## src/rtl/swc_pkg.sv

```systemverilog
// Shared constants and types for the SwitchMCU front end and execute units.
package swc_pkg;

    localparam int XLEN = 32;
    localparam logic [XLEN-1:0] SWC_RESET_PC = 32'h0000_0000;

    localparam int FLUSH_FETCH = 0;
    localparam int FLUSH_DEC   = 1;

    typedef struct packed {
        logic [XLEN-1:0] pc;
        logic [XLEN-1:0] instr;
    } fetch_entry_t;

endpackage

```

## src/rtl/ifu_fetch_fifo.sv

```systemverilog
// Small synchronous FIFO of fetched {pc, instr} entries; head is read straight from storage.
module ifu_fetch_fifo #(
    parameter int DEPTH = 2,
    parameter int WIDTH = 64
) (
    input  logic                         hclk,
    input  logic                         hrstn,
    input  logic                         push,
    input  logic [WIDTH-1:0]             push_data,
    input  logic                         pop,
    input  logic                         clear,
    input  logic                         trim,
    output logic [WIDTH-1:0]             head,
    output logic                         full,
    output logic                         empty,
    output logic [$clog2(DEPTH+1)-1:0]   count
);

    localparam int AW = (DEPTH > 1) ? $clog2(DEPTH) : 1;
    localparam int CW = $clog2(DEPTH + 1);

    logic [WIDTH-1:0] mem [DEPTH];
    logic [AW-1:0]    rd_ptr;
    logic [AW-1:0]    wr_ptr;
    logic             do_push;
    logic             do_pop;

    function automatic logic [AW-1:0] ptr_inc(input logic [AW-1:0] p);
        return (p == AW'(DEPTH - 1)) ? '0 : p + AW'(1);
    endfunction

    assign full    = (count == CW'(DEPTH));
    assign empty   = (count == '0);
    assign head    = mem[rd_ptr];
    assign do_push = push & ~full;
    assign do_pop  = pop & ~empty;

    // clear and trim win over push/pop; trim keeps only the current head
    always_ff @(posedge hclk or negedge hrstn) begin
        if (!hrstn) begin
            rd_ptr <= '0;
            wr_ptr <= '0;
            count  <= '0;
            for (int i = 0; i < DEPTH; i++) mem[i] <= '0;
        end else if (clear) begin
            wr_ptr <= rd_ptr;
            count  <= '0;
        end else if (trim) begin
            if (!empty) begin
                wr_ptr <= ptr_inc(rd_ptr);
                count  <= CW'(1);
            end
        end else begin
            if (do_push) begin
                mem[wr_ptr] <= push_data;
                wr_ptr      <= ptr_inc(wr_ptr);
            end
            if (do_pop) rd_ptr <= ptr_inc(rd_ptr);
            count <= count + CW'(do_push) - CW'(do_pop);
        end
    end

endmodule

```

## src/rtl/ifu_fetch_swc.sv

```systemverilog
// Instruction fetch unit: fetch PC, request/grant/response memory port, 2-entry
// instruction queue toward decode, redirect/flush handling and head-wait counter.
module ifu_fetch_swc
    import swc_pkg::*;
#(
    parameter logic [XLEN-1:0] RESET_PC = SWC_RESET_PC,
    parameter int              DEPTH    = 2
) (
    input  logic        hclk,
    input  logic        hrstn,
    input  logic        pc_write,
    input  logic [31:0] pc_wdata,
    input  logic [1:0]  flush,
    output logic        imem_req,
    output logic [31:0] imem_addr,
    input  logic        imem_gnt,
    input  logic        imem_rvalid,
    input  logic [31:0] imem_rdata,
    output logic        if_valid,
    output logic [31:0] if_instr,
    output logic [31:0] if_pc,
    input  logic        dec_ready,
    output logic [3:0]  cycle_cnt
);

    localparam int CW = $clog2(DEPTH + 1);

    logic [XLEN-1:0] fetch_pc;
    logic [XLEN-1:0] resp_pc;
    logic [XLEN-1:0] target;
    logic [CW-1:0]   out_cnt;
    logic [CW-1:0]   out_next;
    logic [CW-1:0]   discard_cnt;
    logic [CW-1:0]   q_cnt;
    logic            q_full;
    logic            q_empty;
    logic [2*XLEN-1:0] q_head;
    fetch_entry_t    head;

    logic redirect, hs, space, req_raw, granted, resp, drop, push;
    logic q_clear, q_trim;

    assign redirect = pc_write | flush[FLUSH_FETCH] | flush[FLUSH_DEC];
    assign hs       = if_valid & dec_ready;
    assign target   = pc_wdata & 32'hFFFF_FFFC;

    // A grant that lands while a redirect drops imem_req still counts: the
    // memory may have sampled the request, so its response must be discarded.
    assign space    = ({1'b0, q_cnt} + {1'b0, out_cnt}) < (CW + 1)'(DEPTH);
    assign req_raw  = hrstn & space;
    assign imem_req = req_raw & ~redirect;
    assign granted  = imem_gnt & req_raw;

    // Responses with nothing outstanding (e.g. left over from before reset) are ignored
    assign resp     = imem_rvalid & (out_cnt != '0);
    assign drop     = resp & (discard_cnt != '0);
    assign push     = resp & ~drop & ~redirect & ~q_full;
    assign out_next = out_cnt + CW'(granted) - CW'(resp);

    assign q_clear  = redirect & (flush[FLUSH_DEC] | pc_write | hs);
    assign q_trim   = redirect & ~q_clear;

    assign imem_addr = fetch_pc;
    assign head      = q_head;
    assign if_valid  = ~q_empty;
    assign if_instr  = head.instr;
    assign if_pc     = head.pc;

    ifu_fetch_fifo #(
        .DEPTH (DEPTH),
        .WIDTH (2 * XLEN)
    ) u_fifo (
        .hclk      (hclk),
        .hrstn     (hrstn),
        .push      (push),
        .push_data ({resp_pc, imem_rdata}),
        .pop       (hs),
        .clear     (q_clear),
        .trim      (q_trim),
        .head      (q_head),
        .full      (q_full),
        .empty     (q_empty),
        .count     (q_cnt)
    );

    // resp_pc is the PC of the next response that will be kept
    always_ff @(posedge hclk or negedge hrstn) begin
        if (!hrstn) begin
            fetch_pc    <= RESET_PC;
            resp_pc     <= RESET_PC;
            out_cnt     <= '0;
            discard_cnt <= '0;
            cycle_cnt   <= '0;
        end else begin
            out_cnt <= out_next;

            if (redirect) discard_cnt <= out_next;
            else          discard_cnt <= discard_cnt - CW'(drop);

            if (pc_write)                  fetch_pc <= target;
            else if (granted && !redirect) fetch_pc <= fetch_pc + 32'd4;

            if (pc_write)      resp_pc <= target;
            else if (redirect) resp_pc <= fetch_pc;
            else if (push)     resp_pc <= resp_pc + 32'd4;

            if (hs || redirect || !if_valid) cycle_cnt <= '0;
            else if (cycle_cnt != 4'hF)      cycle_cnt <= cycle_cnt + 4'd1;
        end
    end

endmodule

```

## config.mk

```make
export PLATFORM = sky130hd
export DESIGN_NAME = ifu_fetch_swc
export DESIGN_NICKNAME = d
export VERILOG_FILES = /design/src/rtl/swc_pkg.sv /design/src/rtl/ifu_fetch_fifo.sv /design/src/rtl/ifu_fetch_swc.sv
export SDC_FILE = /design/constraint.sdc
export NUM_CORES = 1
export LEC_CHECK = 0
export ABC_CLOCK_PERIOD_IN_PS = 4700
export BUFFER_PORTS_ARGS = -buffer_cell sky130_fd_sc_hd__buf_2
export CORE_MARGIN = 3
export CORE_UTILIZATION = 39
export CTS_BUF_LIST = sky130_fd_sc_hd__clkbuf_8
export CTS_CLUSTER_DIAMETER = 80
export DETAILED_ROUTE_END_ITERATION = 12
export SYNTH_ARGS = -nofsm -noshare
export SYNTH_HDL_FRONTEND = slang
export SYNTH_HIERARCHICAL = 1
export SYNTH_SLANG_ARGS = --single-unit
```

## constraint.sdc

```tcl
create_clock -name hclk -period 4.7 [get_ports hclk]
set_input_delay 0.47 -clock hclk [delete_from_list [all_inputs] [get_ports hclk]]
set_output_delay 0.47 -clock hclk [all_outputs]
set_load 0.1 [all_outputs]
```

==> impl_metrics.yaml, run 1 <==
cells_and_area:
  layout.nets: 1149
  n_fill_cell: 2510
  layout_commonest_cell: "dfrtp_1"
  num_antenna_cells: 0
  multi_input_area_um2: 5300
  drive_gt1_share_pct: 39.6
  syn2layout_area_growth_pct: 16.7
  final_cell_mix: "dfrtp_1 (200), buf_2 (168), mux2_4 (109), mux2_2 (84), nand2_1 (75)"
  seq_area_um2: 5030
drt:
  dr_total_vias: 7729
  wire_per_inst_um: 18.9
  drt-pass1-iter-count: 5
  drc: 0
  drt_iter0_drc: 427
  final_antenna_net_count: 0
  wirelength_mm: 26.9
  viasPerCell: 5.43
synth:
  synth-adder-area-share_pct: 1.12
  synth.area.mux_share_pct: 25.1
  synth_xor_area_share_pct: 2.95
  synth_edf_count: 0
  synth_area_per_cell_um2: 11.9
  synth_top_area_share_pct: 47.1
  synth_area_leader_cell: "dfrtp_1"
  yosys_register_bits: 201
  synth.distinct_cells: 64
  synthTopCellsByArea: "dfrtp_1 (47%), mux2_4 (15%), mux2_2 (8.9%), nand2_1 (2.6%), xnor2_1 (2.5%)"
  yosys.area_share.simple_pct: 12.3
  synth_compound_area_share_pct: 8.09
  synth_top_family_by_area: "multiplexers"
  syn_inst: 895
  synth-seq-area-share_pct: 47.1
  async_flop_share_pct: 100
  synth_area_um2: 10700
  yosys_warnings: 6
  synthFlopType: "dfrtp_1"
worst_setup_path:
  cp_slowest_cell: "dfrtp_2"
  cp.required_ps: 4230
  max_stage_delay_ps: 870
  crit_fanout: 36
  crit_chain: "buf_4, mux2_2, buf_2"
  path_delay_family: "buffers and inverters"
  crit_path_end_kind: "output pin"
  arrival_ps: 2730
  critPathKind: "register to output pin"
  cp-start-kind: "register"
  r2r_start: "u_fifo/count[0]$_DFFE_PN0P_"
  crit_start: "u_fifo/rd_ptr$_DFFE_PN0P_"
  worst-path-buf-inv: 2
cts:
  cts_setup_buffers: 0
  tritoncts: "done"
  ctsRootBufferMaster: "clkbuf_8"
  htree_levels: 2
  cts_buffer_depth: 3
  cts_sinks: 201
  numCtsBuffers: 37
  clk_pin_slew_ps: 60
  cts_repair_resize_count: 0
  clk_latency_ps: 530
global_route:
  overflow: 0
  grt_pass1_wl_mm: 42.0
  grt_pass1_vias: 7502
  grt_start_max_net_pins: 81
  antenna_found_initial: 0
  gr-usage-all-layers_pct: 17.8
floorplanning:
  rows: 59
  dieArea_um2: 29400
  core_region_area_um2: 26500
  num_io_pins: 174
  start_util_pct: 40.3
  die_h_um: 171
  die-width_um: 171
timing:
  finalClockSkew_ps: 31.4
  setup_viol: 0
  finalMaxSlewViolations: 0
  grt_setup_unrepaired: "false"
  tightestPinTransition_ps: 1010
  clock.fmax_ghz: 0.313
  hold_viol_final: 0
  fin_tns_setup_ps: 0
  min_period_ps: 3200
  post-route-period-util_pct: 68.0
  relSlewSlack_pct: 32.1
placement:
  hpwlAfterDp_mm: 18.3
  portBuffers: 169
  gp_congestion: 0.846
status:
  status: "complete, no violations"
power_and_ir_drop:
  total_power_uw: 5610
  p_per_area_nw_per_um2: 451
  peakVddDrop_v: 0.000169
  p_leak_uw: 0.00635
worst_hold_path:
  hold_start: "pc_wdata[5]"
  min_path_type: "primary input to register"
flow_run:
  drv_cap: 0
## worst register-to-register path, delay by kind of cell (launching register included)
family / cells / cell delay, ps
flops: 1 / 410
simple gates: 5 / 1720
mux: 1 / 140
fa+ha+maj: 1 / 480
## Yosys cell counts, drive strengths merged, types with 4 or more instances
| cell | instances |
|---|---|
| a21oi | 18 |
| a22oi | 7 |
| a2bb2oi | 7 |
| a31oi | 12 |
| and2 | 9 |
| and3 | 15 |
| and4 | 4 |
| buf | 25 |
| clkbuf | 25 |
| dfrtp | 201 |
| ha | 8 |
| inv | 17 |
| mux2 | 193 |
| mux2i | 10 |
| nand2 | 75 |
| nand2b | 4 |
| nand3 | 28 |
| nand4 | 18 |
| nor2 | 32 |
| nor2b | 4 |
| nor3 | 17 |
| nor4 | 23 |
| o21a | 14 |
| o21ai | 42 |
| o22a | 6 |
| o31ai | 6 |
| or3 | 5 |
| xnor2 | 31 |
| xor2 | 5 |
## final cells by class
| cell class | instances | area share, % |
|---|---|---|
| clock inverter | 17 | 0.583 |
| tap | 335 | 3.37 |
| clock buffer | 42 | 4.64 |
| inverter | 17 | 0.512 |
| timing repair buffer | 183 | 7.93 |
| multi-input combinational | 628 | 42.6 |
| sequential | 201 | 40.4 |
## cells by family (layout without fill, tap and decap cells)
kind of cell,after synthesis,count (layout)
simple gates,246,246
flops,201,201
other cells,1,2
buf+inv,67,259
compound gates,132,132
fa+ha+maj,9,9
xor+xnor,36,36
mux,203,203
## flip-flops by register name, summed over array words and instances (netlist names)
register	flops
u_fifo/mem	128
u_fifo/rd_ptr	1
imem_addr	30
discard_cnt	2
cycle_cnt	4
u_fifo/wr_ptr	1
u_fifo/count	2
resp_pc	31
out_cnt	2
## timing repair
item / 4_1_cts / 5_1_grt
setup endpoints to repair: 0 / 0
endpoints found under the hold margin: 68 / 0
hold buffers: 1 / 0
## metrics by stage
step	util, %	hold WS [ps]	std cells	cell area [µm²]	worst slack, ps
final	47.0	161	1423	12500	1500
after floorplan	-	174	896	10700	1120
after detailed placement	44.5	488	1363	11800	1800
after global placement	44.5	484	1363	11800	1810
after CTS	47.0	135	1423	12500	1430
after global routing	47.0	165	1423	12500	1360
## power by group
group	internal, µW	total (µW)	switching [µW]	leakage [µW]
Combinational	517	1930	1410	0.00328
Sequential	1950	2160	212	0.00268
Clock	808	1530	719	0.000387
Total	3270	5610	2340	0.00635
## final timing paths
| kind | end | slack [ps] | depth (start not counted) |
|---|---|---|---|
| max reg2reg | imem_addr[28]$_DFFE_PN0P_ | 1820 | 7 |
| min reg2reg | u_fifo/mem[0]$_DFFE_PN0P_ | 500 | 1 |
| min in group asynchronous | u_fifo/mem[91]$_DFFE_PN0P_ | 500 | 2 |
| min | imem_addr[5]$_DFFE_PN0P_ | 160 | 3 |
| max in group asynchronous | imem_addr[21]$_DFFE_PN0P_ | 2840 | 3 |
| max | if_instr[12] | 1500 | 3 |
## per-layer routing
metal / track usage (%) / wire length [µm] / part of all wire [%] / vias to the layer above
met1: 26.7 / 13000 / 49 / 3780
met2: 26.4 / 11300 / 42 / 295
met4: 5.04 / 599 / 2.2 / 0
met5: 0 / 0 / 0 / -
li1: - / - / - / 3598
met3: 3.33 / 1960 / 7.3 / 56
Note: power is estimated with default switching activity, not from simulation.
==> run 2, diff against run 1 <==
Settings changed: ABC_CLOCK_PERIOD_IN_PS 4700 to 3100.
Clock period 4.7 ns to 3.1 ns, I/O delays scaled along.
==> run 2 against run 1 <==
Clock skew down 17 ps. Die area unchanged. First-iteration DRC count up 11%.
==> impl_metrics.yaml, run 2 (synthesized netlist as in run 1, its figures left out) <==
status:
  status: "complete, no violations"
power_and_ir_drop:
  peakVddDrop_v: 0.000313
  p_per_area_nw_per_um2: 671
  p_leak_uw: 0.00660
worst_setup_path:
  worst-path-buf-inv: 2
  crit_chain: "and2_1, fa_1, and4bb_2, inv_1, ha_1, inv_1, ha_1, xnor2_1, xnor2_1, nand2_1, o21ai_0"
  crit_fanout: 5
  path_delay_family: "adder cells"
  cp_slowest_cell: "fa_1"
  cp-start-kind: "register"
  cp.required_ps: 3550
  max_stage_delay_ps: 490
  arrival_ps: 3130
  critPathKind: "register to register"
  crit_path_end_kind: "register"
timing:
  finalMaxSlewViolations: 0
  relSlewSlack_pct: 37.9
  tightestPinTransition_ps: 929
  min_period_ps: 2670
  setup_viol: 0
  finalClockSkew_ps: 14.0
  hold_viol_final: 0
  fin_tns_setup_ps: 0
  post-route-period-util_pct: 86.3
  clock.fmax_ghz: 0.374
  grt_setup_unrepaired: "false"
cts:
  numCtsBuffers: 38
  clk_latency_ps: 530
  tritoncts: "done"
  htree_levels: 2
  cts_setup_buffers: 0
  cts_sinks: 201
  clk_pin_slew_ps: 60
  cts_buffer_depth: 3
  ctsRootBufferMaster: "clkbuf_8"
floorplanning:
  dieArea_um2: 29400
  die-width_um: 171
  num_io_pins: 174
  rows: 59
  die_h_um: 171
  start_util_pct: 40.3
  core_region_area_um2: 26500
cells_and_area:
  layout_commonest_cell: "dfrtp_1"
  largest_register: "u_fifo/mem"
  seq_area_um2: 5030
  multi_input_area_um2: 5310
  drive_gt1_share_pct: 39.3
  syn2layout_area_growth_pct: 21.9
  layout.nets: 1190
  final_cell_mix: "dfrtp_1 (200), buf_2 (167), mux2_4 (109), mux2_2 (84), nand2_1 (75)"
  n_fill_cell: 2423
  num_antenna_cells: 0
  largest_reg_flops: 128
  fin_cells: 1472
drt:
  viasPerCell: 5.31
  drt-pass1-iter-count: 5
  final_antenna_net_count: 0
  dr_total_vias: 7822
  wirelength_mm: 27.1
  wire_per_inst_um: 18.4
  drt_iter0_drc: 474
  drc: 0
worst_hold_path:
  min_path_type: "primary input to register"
global_route:
  gr-usage-all-layers_pct: 18.1
  antenna_found_initial: 0
  grt_pass1_wl_mm: 42.6
  overflow: 0
  grt_start_max_net_pins: 156
  grt_pass1_vias: 7648
flow_run:
  drv_cap: 0
placement:
  hpwlAfterDp_mm: 18.3
  dp.cells: 1371
  portBuffers: 169
  gp_congestion: 0.866
run 2: changes by cell type in the layout (fill, tap and decap cells not counted), sizes merged:
cell,delta
dlygate4sd3,+32
clkinv,+2
inv,+1
buf,+8
clkinvlp,+2
clkbuf,+4
run 2: tightest hold or removal path: cells and delay by family:
| family | cells | cell delay, ps |
|---|---|---|
| simple gates | 1 | 60 |
| buf+inv | 1 | 80 |
| compound gates | 1 | 60 |
run 2: per-stage QoR:
| step | utilization, % | total power, µW | setup WS (ps) | hold slack (ps) | instance area (µm²) |
|---|---|---|---|---|---|
| floorplan | - | 5670 | 365 | 14.4 | 10700 |
| global placement | 45.1 | 6230 | 473 | 481 | 12000 |
| detailed placement | 45.1 | 6260 | 439 | 488 | 12000 |
| CTS | 49.1 | 8840 | 375 | 0.106 | 13000 |
| global route | 49.1 | 9160 | 266 | 10.0 | 13000 |
| finish | 49.1 | 8740 | 426 | 23.7 | 13000 |
run 2: area by class of cell:
cell class                 instances  share of cell area [%]
multi-input combinational        628                    40.8
sequential                       201                    38.6
timing repair buffer             223                    11.2
clock buffer                      46                    4.86
tap                              335                    3.22
clock inverter                    22                   0.778
inverter                          17                   0.490
run 2: repair_timing:
action	in CTS	in global routing
hold endpoints to repair	87	0
setup endpoints to repair	0	0
gates resized for setup	0	0
hold buffers	33	0
run 2: metal layers:
layer,part of all wire [%],up-vias,track usage [%]
met5,0,-,0
met4,2.1,0,5.14
met3,6.9,40,3.40
met2,42,272,26.4
met1,49,3824,27.4
li1,-,3686,-
run 2: power breakdown:
part,leakage [µW],switching (µW),total [µW],internal (µW)
Combinational,0.00349,2160,2990,827
Sequential,0.00268,319,3270,2950
Clock,0.000430,1140,2480,1350
run 2: worst paths after layout:
| path | start | to | slack (ps) | cells past startpoint |
|---|---|---|---|---|
| max reg2reg | u_fifo/count[0]$_DFFE_PN0P_ | discard_cnt[1]$_DFF_PN0_ | 430 | 11 |
| min in group asynchronous | hrstn | u_fifo/wr_ptr$_DFFE_PN0P_ | 540 | 3 |
| max in group asynchronous | hrstn | resp_pc[27]$_DFFE_PN0P_ | 1240 | 4 |
| min | pc_wdata[6] | imem_addr[6]$_DFFE_PN0P_ | 20 | 3 |
| min reg2reg | u_fifo/mem[89]$_DFFE_PN0P_ | u_fifo/mem[89]$_DFFE_PN0P_ | 500 | 1 |
| max | u_fifo/count[0]$_DFFE_PN0P_ | discard_cnt[1]$_DFF_PN0_ | 430 | 11 |
==> run 3, diff against run 2 <==
--- a/config.mk
+++ b/config.mk
@@ -12,3 +12,3 @@
 export CTS_BUF_LIST = sky130_fd_sc_hd__clkbuf_8
-export CTS_CLUSTER_DIAMETER = 80
+export CTS_CLUSTER_DIAMETER = 40
 export DETAILED_ROUTE_END_ITERATION = 12
==> constraint.sdc (replaced) <==
create_clock -name hclk -period 3.1 [get_ports hclk]
set_input_delay 0.62 -clock hclk [delete_from_list [all_inputs] [get_ports hclk]]
set_output_delay 0.62 -clock hclk [all_outputs]
set_load 0.1 [all_outputs]
==> run 3 against run 2 <==
Wire length is 0.86% lower. Global-route usage up 0.058 points. Clock-buffer cell count increased by 2. Worst hold slack better by 300 ps. Setup slack got worse by 230 ps. Critical endpoint is now if_instr[18]. Highest routed layer unchanged.
==> impl_metrics.yaml, run 3 (synthesized netlist as in run 1, its figures left out) <==
status:
  status: "complete, no violations"
cells_and_area:
  layout.nets: 1164
  largest_reg_flops: 128
  drive_gt1_share_pct: 40.7
  syn2layout_area_growth_pct: 19.2
  design_area_um2: 12700
  seq_area_um2: 5030
  layout_commonest_cell: "dfrtp_1"
  final_cell_mix: "dfrtp_1 (200), buf_2 (167), mux2_4 (109), mux2_2 (84), nand2_1 (75)"
  num_antenna_cells: 0
  largest_register: "u_fifo/mem"
  fin_cells: 1446
  multi_input_area_um2: 5320
  n_fill_cell: 2407
worst_setup_path:
  r2r_start: "out_cnt[0]$_DFF_PN0_"
  arrival_ps: 2290
  cp.required_ps: 2480
  crit_fanout: 36
  r2r_slack_ps: 490
  critPathKind: "register to output pin"
  cp-start-kind: "register"
  r2r_end: "discard_cnt[1]$_DFF_PN0_"
  r2r_cells: 11
  crit_path_end_kind: "output pin"
timing:
  finalMaxSlewViolations: 0
  setup_viol: 0
  finalWorstSetupSlack_ps: 192
  hold_viol_final: 0
  post-route-period-util_pct: 93.8
  finalClockSkew_ps: 25.0
  grt_setup_unrepaired: "false"
  fin_tns_setup_ps: 0
  relSlewSlack_pct: 49.4
  hold-worst-slack_ps: 327
  clock.fmax_ghz: 0.344
  min_period_ps: 2910
  tightestPinTransition_ps: 752
cts:
  htree_levels: 2
  hold_buffers: 1
  clk_pin_slew_ps: 60
  clk_latency_ps: 530
  ctsRootBufferMaster: "clkbuf_8"
  numCtsBuffers: 43
  cts_buffer_depth: 3
  cts_sinks: 201
  cts_setup_buffers: 0
  tritoncts: "done"
  cts_repair_resize_count: 0
floorplanning:
  dieArea_um2: 29400
  rows: 59
  num_io_pins: 174
  die_h_um: 171
  die-width_um: 171
  start_util_pct: 40.3
  core_region_area_um2: 26500
drt:
  final_antenna_net_count: 0
  drt_iter0_drc: 385
  wire_per_inst_um: 18.6
  dr_total_vias: 7763
  viasPerCell: 5.37
  drc: 0
  wirelength_mm: 26.9
  drt-pass1-iter-count: 5
placement:
  placed_area_um2: 11900
  gp_congestion: 0.821
  portBuffers: 169
  hpwlAfterDp_mm: 18.5
  dp.cells: 1372
  pre_cts_ws_ps: 396
worst_hold_path:
  hold_start: "pc_wdata[29]"
  min_path_type: "primary input to register"
  min_path_cells: 3
  hold_end: "imem_addr[29]$_DFFE_PN0P_"
global_route:
  antenna_found_initial: 0
  overflow: 0
  gr-usage-all-layers_pct: 18.1
  grt_pass1_vias: 7700
  grt_start_max_net_pins: 139
  grt_pass1_wl_mm: 42.9
power_and_ir_drop:
  peakVddDrop_v: 0.000291
  p_per_area_nw_per_um2: 690
  p_leak_uw: 0.00649
flow_run:
  drv_cap: 0
-- run 3: changes by cell type in the layout (fill, tap and decap cells not counted), sizes merged --
| cell | before | now |
|---|---|---|
| dlygate4sd3 | 33 | 1 |
| clkbuf | 47 | 49 |
| clkinv | 5 | 7 |
| buf | 189 | 190 |
| inv | 32 | 33 |
-- run 3: worst max path at each step --
| stage | start | end | cells past startpoint |
|---|---|---|---|
| finish | u_fifo/rd_ptr$_DFFE_PN0P_ | if_instr[18] | 3 |
| global route | u_fifo/rd_ptr$_DFFE_PN0P_ | if_pc[31] | 3 |
| CTS | u_fifo/rd_ptr$_DFFE_PN0P_ | if_instr[7] | 3 |
| detailed placement | flush[0] | u_fifo/count[1]$_DFFE_PN0P_ | 11 |
| global placement | flush[0] | u_fifo/count[1]$_DFFE_PN0P_ | 11 |
| floorplan | pc_write | imem_req | 5 |
-- run 3: routing by layer --
metal | global-route usage, % | up-vias | wire [µm]
li1 | - | 3652 | -
met1 | 26.9 | 3756 | 13100
met2 | 26.4 | 307 | 11200
met3 | 3.91 | 48 | 2040
met4 | 5.60 | 0 | 629
met5 | 0 | - | 0
-- run 3: cell type report --
class / instances / share of cell area [%]
repair buffers: 192 / 8.80
inverters: 17 / 0.501
clock inverters: 25 / 0.895
clock buffers: 48 / 5.19
flip-flops and latches: 201 / 39.5
multi-input cells: 628 / 41.8
well taps: 335 / 3.29
-- run 3: critical path, stage by stage, from the launching register on --
cell	delay, ps
dfrtp_2	770
buf_12	320
mux2_2	370
buf_2	290
-- run 3: power breakdown --
group | internal, µW | total [µW] | switching [µW] | leakage (µW)
logic | 804 | 2950 | 2150 | 0.00335
registers | 2950 | 3270 | 315 | 0.00268
clock network | 1410 | 2560 | 1150 | 0.000458
total | 5170 | 8780 | 3620 | 0.00649
-- run 3: through the flow --
stage	total power [µW]	utilization, %
finish	8780	48.0
global route	9210	48.0
CTS	8890	48.0
detailed placement	6270	45.1
global placement	6230	45.1
floorplan	5680	-
